## config.mk

```make
export PLATFORM = sky130hd
export DESIGN_NAME = vga_sync_gen_flat
export DESIGN_NICKNAME = d
export VERILOG_FILES = /design/src/rtl/vga_sync_gen_pkg.sv /design/src/rtl/vga_sync_gen_if.sv /design/src/rtl/vga_sync_gen_fase_cnt.sv /design/src/rtl/vga_sync_gen.sv /design/src/flat_wrapper.sv
export SDC_FILE = /design/constraint.sdc
export NUM_CORES = 1
export LEC_CHECK = 0
export ABC_AREA = 1
export CAP_MARGIN = 20
export CORE_ASPECT_RATIO = 0.6
export CORE_MARGIN = 2
export CORE_UTILIZATION = 55
export DETAILED_ROUTE_END_ITERATION = 8
export GPL_TIMING_DRIVEN = 1
export PLACE_DENSITY = 0.82
export SKIP_CTS_REPAIR_TIMING = 1
export SLEW_MARGIN = 0
export SYNTH_ARGS = -nofsm -noshare
export SYNTH_HDL_FRONTEND = slang
export SYNTH_SLANG_ARGS = --single-unit
export TNS_END_PERCENT = 100
```

## constraint.sdc

```tcl
create_clock -name clk -period 2.63 [get_ports clk]
set_clock_uncertainty 0.15 [all_clocks]
set_input_delay 0.789 -clock clk [delete_from_list [all_inputs] [get_ports clk]]
set_output_delay 0.789 -clock clk [all_outputs]
set_load 0.005 [all_outputs]
```

## src/rtl/vga_sync_gen_pkg.sv

```systemverilog
// vga_pkg: shared phase encoding, default 640x480@60 timing and total-length helpers.
// Latency: n/a (types, constants and pure functions only).
// Backpressure: n/a.
package vga_pkg;

    // Phase order along a line or a frame: visible area, front porch, sync pulse, back porch.
    typedef enum logic [1:0] {ACT, FP, SYNC, BP} vga_fase_t;

    localparam int VGA_H_ACTIVE = 640;
    localparam int VGA_H_FP     = 16;
    localparam int VGA_H_SYNC   = 96;
    localparam int VGA_H_BP     = 48;
    localparam int VGA_V_ACTIVE = 480;
    localparam int VGA_V_FP     = 10;
    localparam int VGA_V_SYNC   = 2;
    localparam int VGA_V_BP     = 33;

    // Pixels per line including blanking.
    function automatic int h_total(input int act, input int fp, input int sync, input int bp);
        return act + fp + sync + bp;
    endfunction

    // Lines per frame including blanking.
    function automatic int v_total(input int act, input int fp, input int sync, input int bp);
        return act + fp + sync + bp;
    endfunction

endpackage

```

## src/rtl/vga_sync_gen_if.sv

```systemverilog
// vga_sync_gen_if: timing bundle from the sync generator to the painter/DAC.
// Latency: n/a (wires only).
// Backpressure: none; consumers sample x/y/blank_n on pix_en.
// Signals: pix_en tick, x/y coordinates, hsync/vsync, blank_n, line_start/frame_start pulses.
interface vga_sync_gen_if;
    logic       pix_en;
    logic [9:0] x;
    logic [9:0] y;
    logic       hsync;
    logic       vsync;
    logic       blank_n;
    logic       line_start;
    logic       frame_start;

    modport master (output pix_en, x, y, hsync, vsync, blank_n, line_start, frame_start);
    modport slave  (input  pix_en, x, y, hsync, vsync, blank_n, line_start, frame_start);
endinterface

```

## src/rtl/vga_sync_gen_fase_cnt.sv

```systemverilog
// vga_fase_cnt: wrapping 10-bit position counter with ACT->FP->SYNC->BP phase FSM.
// Latency: count and phase registers move on the clk edge where inc_i is high.
// Backpressure: none; advances on every inc_i.
// Ports: clk, rst_n (async low), inc_i step; cnt_o position, fase_nxt_o next phase, wrap_o last-position step.
module vga_fase_cnt #(
    parameter int ACTIVE = 640,
    parameter int FP     = 16,
    parameter int SYNC   = 96,
    parameter int BP     = 48
) (
    input  logic                clk,
    input  logic                rst_n,
    input  logic                inc_i,
    output logic [9:0]          cnt_o,
    output vga_pkg::vga_fase_t  fase_nxt_o,
    output logic                wrap_o
);
    localparam int         TOTAL    = ACTIVE + FP + SYNC + BP;
    localparam logic [9:0] LAST     = 10'(TOTAL - 1);
    localparam logic [9:0] ACT_END  = 10'(ACTIVE - 1);
    localparam logic [9:0] FP_END   = 10'(ACTIVE + FP - 1);
    localparam logic [9:0] SYNC_END = 10'(ACTIVE + FP + SYNC - 1);

    logic [9:0]         cnt_q, cnt_d;
    vga_pkg::vga_fase_t fase_q, fase_d;

    always_ff @(posedge clk or negedge rst_n) begin
        if (!rst_n) begin
            // Parked on the last position so the first step lands on 0 in ACT.
            cnt_q  <= LAST;
            fase_q <= vga_pkg::BP;
        end else begin
            cnt_q  <= cnt_d;
            fase_q <= fase_d;
        end
    end

    // Phase changes are keyed off the current count so the new phase lines up with the new count.
    always_comb begin
        wrap_o = inc_i && (cnt_q == LAST);
        cnt_d  = cnt_q;
        fase_d = fase_q;
        if (inc_i) begin
            cnt_d = wrap_o ? 10'd0 : cnt_q + 10'd1;
            unique case (fase_q)
                vga_pkg::ACT:  if (cnt_q == ACT_END)  fase_d = vga_pkg::FP;
                vga_pkg::FP:   if (cnt_q == FP_END)   fase_d = vga_pkg::SYNC;
                vga_pkg::SYNC: if (cnt_q == SYNC_END) fase_d = vga_pkg::BP;
                vga_pkg::BP:   if (cnt_q == LAST)     fase_d = vga_pkg::ACT;
                default:                              fase_d = vga_pkg::BP;
            endcase
        end
    end

    assign cnt_o      = cnt_q;
    assign fase_nxt_o = fase_d;

endmodule

```

## src/rtl/vga_sync_gen.sv

```systemverilog
// vga_sync_gen: VGA timing generator (x/y, hsync, vsync, blank_n, line/frame markers).
// Latency: all outputs registered; x/y, syncs, blank_n and pulses change together on the clk pix_en is high.
// Backpressure: none; free-running source, downstream samples on pix_en.
// Ports: clk, reset (async active-low), vga (master modport of vga_sync_gen_if).
module vga_sync_gen
    import vga_pkg::*;
#(
    parameter int          H_ACTIVE = VGA_H_ACTIVE,
    parameter int          H_FP     = VGA_H_FP,
    parameter int          H_SYNC   = VGA_H_SYNC,
    parameter int          H_BP     = VGA_H_BP,
    parameter int          V_ACTIVE = VGA_V_ACTIVE,
    parameter int          V_FP     = VGA_V_FP,
    parameter int          V_SYNC   = VGA_V_SYNC,
    parameter int          V_BP     = VGA_V_BP,
    parameter int          CLK_DIV  = 2,
    parameter bit          SYNC_POL = 1'b0
) (
    input  logic           clk,
    input  logic           reset,
    vga_sync_gen_if.master vga
);
    localparam int H_TOTAL = h_total(H_ACTIVE, H_FP, H_SYNC, H_BP);
    localparam int V_TOTAL = v_total(V_ACTIVE, V_FP, V_SYNC, V_BP);

    if (H_TOTAL > 1024 || V_TOTAL > 1024 || CLK_DIV < 1 || CLK_DIV > 4) begin : g_bad_param
        $error("vga_sync_gen: totals must fit 10 bits and CLK_DIV must be 1..4");
    end

    logic [1:0] div_cnt_q, div_cnt_d;
    logic       tick;
    logic       pix_en_q, line_start_q, frame_start_q;
    logic       hsync_q, hsync_d, vsync_q, vsync_d, blank_n_q, blank_n_d;
    logic [9:0] h_cnt, v_cnt;
    logic       h_wrap, v_wrap;
    vga_fase_t  h_fase_d, v_fase_d;

    // tick is the last divider count; with CLK_DIV=1 the divider sits at 0 and ticks every clk.
    always_comb begin
        tick      = (div_cnt_q == 2'(CLK_DIV - 1));
        div_cnt_d = tick ? 2'd0 : div_cnt_q + 2'd1;
    end

    vga_fase_cnt #(
        .ACTIVE (H_ACTIVE),
        .FP     (H_FP),
        .SYNC   (H_SYNC),
        .BP     (H_BP)
    ) u_h_cnt (
        .clk        (clk),
        .rst_n      (reset),
        .inc_i      (tick),
        .cnt_o      (h_cnt),
        .fase_nxt_o (h_fase_d),
        .wrap_o     (h_wrap)
    );

    vga_fase_cnt #(
        .ACTIVE (V_ACTIVE),
        .FP     (V_FP),
        .SYNC   (V_SYNC),
        .BP     (V_BP)
    ) u_v_cnt (
        .clk        (clk),
        .rst_n      (reset),
        .inc_i      (h_wrap),
        .cnt_o      (v_cnt),
        .fase_nxt_o (v_fase_d),
        .wrap_o     (v_wrap)
    );

    // Decoding from the next phase keeps syncs/blank_n registered yet aligned with the counters.
    always_comb begin
        hsync_d   = (h_fase_d == SYNC) ? SYNC_POL : ~SYNC_POL;
        vsync_d   = (v_fase_d == SYNC) ? SYNC_POL : ~SYNC_POL;
        blank_n_d = (h_fase_d == ACT) && (v_fase_d == ACT);
    end

    always_ff @(posedge clk or negedge reset) begin
        if (!reset) begin
            div_cnt_q     <= 2'd0;
            pix_en_q      <= 1'b0;
            line_start_q  <= 1'b0;
            frame_start_q <= 1'b0;
            hsync_q       <= ~SYNC_POL;
            vsync_q       <= ~SYNC_POL;
            blank_n_q     <= 1'b0;
        end else begin
            div_cnt_q     <= div_cnt_d;
            pix_en_q      <= tick;
            // h_wrap already implies tick, so the pulses can only coincide with pix_en.
            line_start_q  <= h_wrap;
            frame_start_q <= v_wrap;
            hsync_q       <= hsync_d;
            vsync_q       <= vsync_d;
            blank_n_q     <= blank_n_d;
        end
    end

    assign vga.pix_en      = pix_en_q;
    assign vga.x           = h_cnt;
    assign vga.y           = v_cnt;
    assign vga.hsync       = hsync_q;
    assign vga.vsync       = vsync_q;
    assign vga.blank_n     = blank_n_q;
    assign vga.line_start  = line_start_q;
    assign vga.frame_start = frame_start_q;

endmodule

```

## src/flat_wrapper.sv

```systemverilog
// flat-port wrapper written by rule: the top's interface ports become plain ports
module vga_sync_gen_flat import vga_pkg::*;
#(
    parameter int          H_ACTIVE = VGA_H_ACTIVE,
    parameter int          H_FP     = VGA_H_FP,
    parameter int          H_SYNC   = VGA_H_SYNC,
    parameter int          H_BP     = VGA_H_BP,
    parameter int          V_ACTIVE = VGA_V_ACTIVE,
    parameter int          V_FP     = VGA_V_FP,
    parameter int          V_SYNC   = VGA_V_SYNC,
    parameter int          V_BP     = VGA_V_BP,
    parameter int          CLK_DIV  = 2,
    parameter bit          SYNC_POL = 1'b0
)
  (clk, reset, vga_pix_en, vga_x, vga_y, vga_hsync, vga_vsync, vga_blank_n, vga_line_start, vga_frame_start);
  vga_sync_gen_if vga_i ();
  input  logic clk;
  input  logic reset;
  output wire logic [$bits(vga_i.pix_en)-1:0] vga_pix_en;
  output wire logic [$bits(vga_i.x)-1:0] vga_x;
  output wire logic [$bits(vga_i.y)-1:0] vga_y;
  output wire logic [$bits(vga_i.hsync)-1:0] vga_hsync;
  output wire logic [$bits(vga_i.vsync)-1:0] vga_vsync;
  output wire logic [$bits(vga_i.blank_n)-1:0] vga_blank_n;
  output wire logic [$bits(vga_i.line_start)-1:0] vga_line_start;
  output wire logic [$bits(vga_i.frame_start)-1:0] vga_frame_start;
  assign vga_pix_en = vga_i.pix_en;
  assign vga_x = vga_i.x;
  assign vga_y = vga_i.y;
  assign vga_hsync = vga_i.hsync;
  assign vga_vsync = vga_i.vsync;
  assign vga_blank_n = vga_i.blank_n;
  assign vga_line_start = vga_i.line_start;
  assign vga_frame_start = vga_i.frame_start;
  vga_sync_gen #(.H_ACTIVE(H_ACTIVE), .H_FP(H_FP), .H_SYNC(H_SYNC), .H_BP(H_BP), .V_ACTIVE(V_ACTIVE), .V_FP(V_FP), .V_SYNC(V_SYNC), .V_BP(V_BP), .CLK_DIV(CLK_DIV), .SYNC_POL(SYNC_POL)) u_core (.clk(clk), .reset(reset), .vga(vga_i));
endmodule
```

# ---- Yosys cells after proc, flatten, opt, wreduce, memory -nomap -nowiden
# Index checks and enable logic that the tools add are counted.
dict set report word_totals {
  ff_bits 32
  output_inout_bits 26
  elab_cells 55
}
dict set report classes {
  n_addsub 3
  n_eq_ne 17
  n_mux 17
  reduce_logical 7
}
# op count
set ops {}
lappend ops {{$eq A10 B10 Y1 const B} 5}
lappend ops {{$eq A10 B9 Y1 const B} 3}
lappend ops {{$mux W2} 11}
lappend ops {{$add A10 B1 Y10 const B} 2}
lappend ops {{$mux W10} 2}
lappend ops {{$pmux W2 S4} 2}
lappend ops {{$eq A2 B2 Y1 const B} 6}
lappend ops {{$logic_not A2 Y1} 4}
lappend ops {{$eq A2 B1 Y1 const B} 3}
lappend ops {{$logic_and A1 B1 Y1} 3}
lappend ops {{$add A2 B1 Y2 const B} 1}
lappend ops {{$mux W1} 2}

# ---- Depth between registers and ports, before layout
dict set report depth {
  ltp_word 6
  ltp_mapped 10
}

# ---- Hierarchy
# From an unflattened synthesis, not the netlist that was laid out.
dict set report hier_totals {
  cells_unflattened 248
  area_unflattened_um2 1845.5
}
# module n_inst cells_per_inst area_per_inst_um2 seq_area_each_um2
set by_module_without_submodules {}
lappend by_module_without_submodules {{vga_fase_cnt at u_core.u_h_cnt} 1 114 815.8 311.5}
lappend by_module_without_submodules {{vga_fase_cnt at u_core.u_v_cnt} 1 113 778.2 306.5}
lappend by_module_without_submodules {vga_sync_gen 1 21 251.5 202.7}

# ---- Worst setup path after synthesis
# OpenSTA, ideal clock, no wires.
dict set report synth_timing {
  kind {register to register}
  from {register u_core.u_h_cnt.cnt_q[0], in the netlist u_core.u_h_cnt.cnt_o[0]}
  to {register u_core.u_v_cnt.cnt_q[8], in the netlist u_core.u_v_cnt.cnt_o[8]}
  setup_ps 79
  arrival_time_ps 1513
  setup_slack_ps 888
  path_stages_with_launch 9
  path_buffers 0
  synth_period_minus_slack_ps 1742
  path_cell_list {dfstp_2 ha_1 nand2_2 nor2_8 nand3_4 nor2_4 nand3_2 nor2_2 xor2_1}
}
dict set report synth_between {
  elab_chain_len 4
}
# element line_no
set synth_rtl {}
lappend synth_rtl {{from (decl)} vga_sync_gen_fase_cnt.sv:24} ;# logic [9:0] cnt_q, cnt_d;
lappend synth_rtl {{from (signal assigned)} vga_sync_gen_fase_cnt.sv:33} ;# cnt_q <= cnt_d;
lappend synth_rtl {{$eq A10 B10 Y1 (*)} vga_sync_gen_fase_cnt.sv:40} ;# wrap_o = inc_i && (cnt_q == LAST);
lappend synth_rtl {{$logic_and A1 B1 Y1 (*)} vga_sync_gen_fase_cnt.sv:40}
lappend synth_rtl {{$logic_and A1 B1 Y1} vga_sync_gen_fase_cnt.sv:40}
lappend synth_rtl {{$mux W10} vga_sync_gen_fase_cnt.sv:44} ;# cnt_d = wrap_o ? 10'd0 : cnt_q + 10'd1;
lappend synth_rtl {{to (signal assigned)} vga_sync_gen_fase_cnt.sv:33}
lappend synth_rtl {{to (decl)} vga_sync_gen_fase_cnt.sv:24}
# Every way passes the cells marked *; elsewhere a longest branch is shown, timed or not.
# A chain may end at the register's enable or synchronous reset.

# ---- Worst setup path in the final report
dict set report layout_timing {
  from {register u_core.u_h_cnt.cnt_q[4], in the netlist u_core.u_h_cnt.cnt_o[4]}
  to {output vga_x[4]}
}
# element line_no
set layout_lines {}
lappend layout_lines {{to (decl)} flat_wrapper.sv:20} ;# output wire logic [$bits(vga_i.x)-1:0] vga_x;
# No word-level cell between the ends.

==> metrics.csv <==
metric;value;unit
leakage;1.08;nW
drc_errors;0;
gr-total-overflow;0;
ys_ff_latch;32;
fin_crit_sh;89.0;%
die_area;3810;sq um
setup.worst_path.class;reg2out;
crit_fanout;6;
cp-end-kind;output pin;
ir_worst_vdd;457;uV
grt_pass1_vias;1369;
rows;16;
power_frac_clock;41.8;%
regArea;821;sq um
syn-num-nets;233;
synth_area;1820;sq um
hold_viol;0;
clock-sinks;32;
grt_use_met2;30.6;%
drv_slew;0;
p_comb_share;1.3;%
max_slew_margin;73.8;%
yosysTopAreaCell;dfstp_2;
drive_gt1_share;16.0;%
io_pins;28;
multi_input_area;845;sq um
avgSynthCellArea;8.03;sq um
crit_path_start_kind;flop;
n_antenna_cell;0;
pwr_density_cell;389;nW/um^2
grt_max_degree;33;
wl_per_cell;12.5;um
tightest_slew;393;ps
cts_buffer_depth;2;
fin_nets;267;
drt-pass1-iter-count;4;
rsz0062_at_grt;false;
netlist_instances;227;
min_path_type;reg2reg;
synth.top_cell.area_share;23.1;%
grtUsageMet3;6.16;%
routed_via_density;4.96;
crit_slowest_cell;dfstp_2;
placed_cells;299;
cp_top_family;flip-flops;
die_h;48.6;um
ant_nets;0;
grt_pass1_wl;6.58;mm
power_frac_seq;56.9;%
initial_core_util;56.9;%
drv_cap;0;
clk_pin_slew;60;ps
synth_seq_area_share;45.0;%
run_status;completed;
fillers;250;
arrival;1400;ps
cts-root-buf;clkbuf_8;
switching_share;21.4;%
cts_buffers;5;
synth_cell_types;30;
worstPathCellList;clkdlybuf4s50_1;
numPortBuffers;27;
wl;3.84;mm
worst_skew_pair.late_latency;280;ps
grt_util_met1;35.8;%
yosys_warnings;0;
holdWs;340;ps
setup_viol;0;
slowest_delay;600;ps
internal-power;681;uW
worst-path-buf-inv;1;
stdcell_count;307;
fin_setup_tns;0;ps
cts-htree-levels;2;
fin_ws;290;ps
grt_usage;22.7;%
hpwl;2.90;mm
cts_tree;yes;
num_vias;1524;
synthTopCellsByArea;dfstp_2 23%, dfrtp_1 22%, nand2_1 11%;
period_minus_slack;2340;ps
fp.coreArea;3200;sq um
p_switching;186;uW
gp_congestion;0.920;
grt_busiest_layer;met1;
antenna_found_initial;0;
die_w;78.3;um
post-place-ws;591;ps
area_growth;22.4;%
cp.required;1690;ps
first_iter_violations;102;
fmax;0.427;GHz
[cells in the mapped netlist (all sizes together)]
cell type / count
o21bai: 2
inv: 40
xor2: 7
nand4: 6
a21oi: 8
o22ai: 1
dfstp: 16
ha: 4
nor2: 34
nand3b: 1
dfrtp: 16
a22oi: 1
buf: 1
o21ai: 9
nand2: 57
nor3: 6
xnor2: 1
nand3: 16
o211a: 1
[metrics by stage]
stage          cell area (sq um)  utilization (%)  total power [mW]
2_1_floorplan               1820                -             0.502
3_3_place_gp                2150             67.1             0.514
3_5_place_dp                2150             67.1             0.514
4_1_cts                     2230             69.6             0.875
5_1_grt                     2230             69.6             0.909
6_report                    2230             69.6             0.867
[path summary, 6_finish.rpt]
path	slack, ps	from	cells past startpoint	to
worst max register to register	720	u_core.u_h_cnt.cnt_o[0]	8	u_core.vga.blank_n
max in group asynchronous	1250	reset	2	u_core.u_h_cnt.cnt_o[4]
min in group asynchronous	750	reset	2	u_core.vga.pix_en
worst max-delay path	290	u_core.u_h_cnt.cnt_o[4]	1	vga_x[4]
worst min register to register	340	u_core.div_cnt_q[0]	1	u_core.div_cnt_q[1]
worst min-delay path	340	u_core.div_cnt_q[0]	1	u_core.div_cnt_q[1]
[power groups by stage]
stage               clock, mW  combinational [mW]  sequential (mW)
floorplan                   0         0.000000555            0.502
global placement            0              0.0123            0.502
detailed placement          0              0.0122            0.502
CTS                     0.370              0.0122            0.493
global route            0.403              0.0133            0.493
finish                  0.362              0.0113            0.494
[flip-flops by register name, indices dropped and copies added, names as in the netlist]
name,cells
u_core.div_cnt_q,2
u_core.u_h_cnt.cnt_o,10
u_core.u_h_cnt.fase_q,2
u_core.u_v_cnt.cnt_o,10
u_core.u_v_cnt.fase_q,2
u_core.vga.blank_n,1
u_core.vga.frame_start,1
u_core.vga.hsync,1
u_core.vga.line_start,1
u_core.vga.pix_en,1
u_core.vga.vsync,1
[per-layer routing]
layer,wire length [um],vias up
li1,-,775
met1,2070,705
met2,1530,39
met3,198,5
met4,44,0
met5,0,-
[kinds of logic after synthesis]
logic type | count (synthesis) | synth area share (%)
flip-flops | 32 | 45.0
AO/OA/AOI/OAI | 22 | 7.00
adder cells (fa/ha/maj) | 4 | 2.75
XOR/XNOR | 8 | 3.84
buffers and inverters | 41 | 8.65
AND/OR/NAND/NOR | 120 | 32.7
[cell usage in the layout (no fill, tap or decap), types with 2 or more instances in the layout]
master | netlist | routed
dfrtp_1 | 16 | 16
o21bai_1 | 2 | 2
nand2_2 | 2 | 2
inv_2 | 4 | 4
dfstp_2 | 16 | 16
nor2_4 | 4 | 4
clkbuf_1 | 0 | 2
ha_1 | 4 | 4
clkbuf_8 | 0 | 5
nand2_1 | 55 | 55
clkdlybuf4s50_1 | 0 | 27
nor2_1 | 27 | 27
nand3_1 | 14 | 14
nor3_1 | 5 | 5
inv_1 | 36 | 36
a21oi_1 | 7 | 7
nand4_1 | 4 | 4
nor2_2 | 2 | 2
o21ai_0 | 9 | 9
xor2_1 | 7 | 7
[cell type report]
| class | count | area share, % |
|---|---|---|
| Tap cell | 45 | 2.52 |
| Clock buffer | 7 | 3.42 |
| Inverter | 40 | 6.73 |
| Clock inverter | 1 | 0.224 |
| Sequential cell | 32 | 36.8 |
| Multi-Input combinational cell | 154 | 37.9 |
| Timing Repair Buffer | 28 | 12.5 |
(Power assumes the default switching activity.)
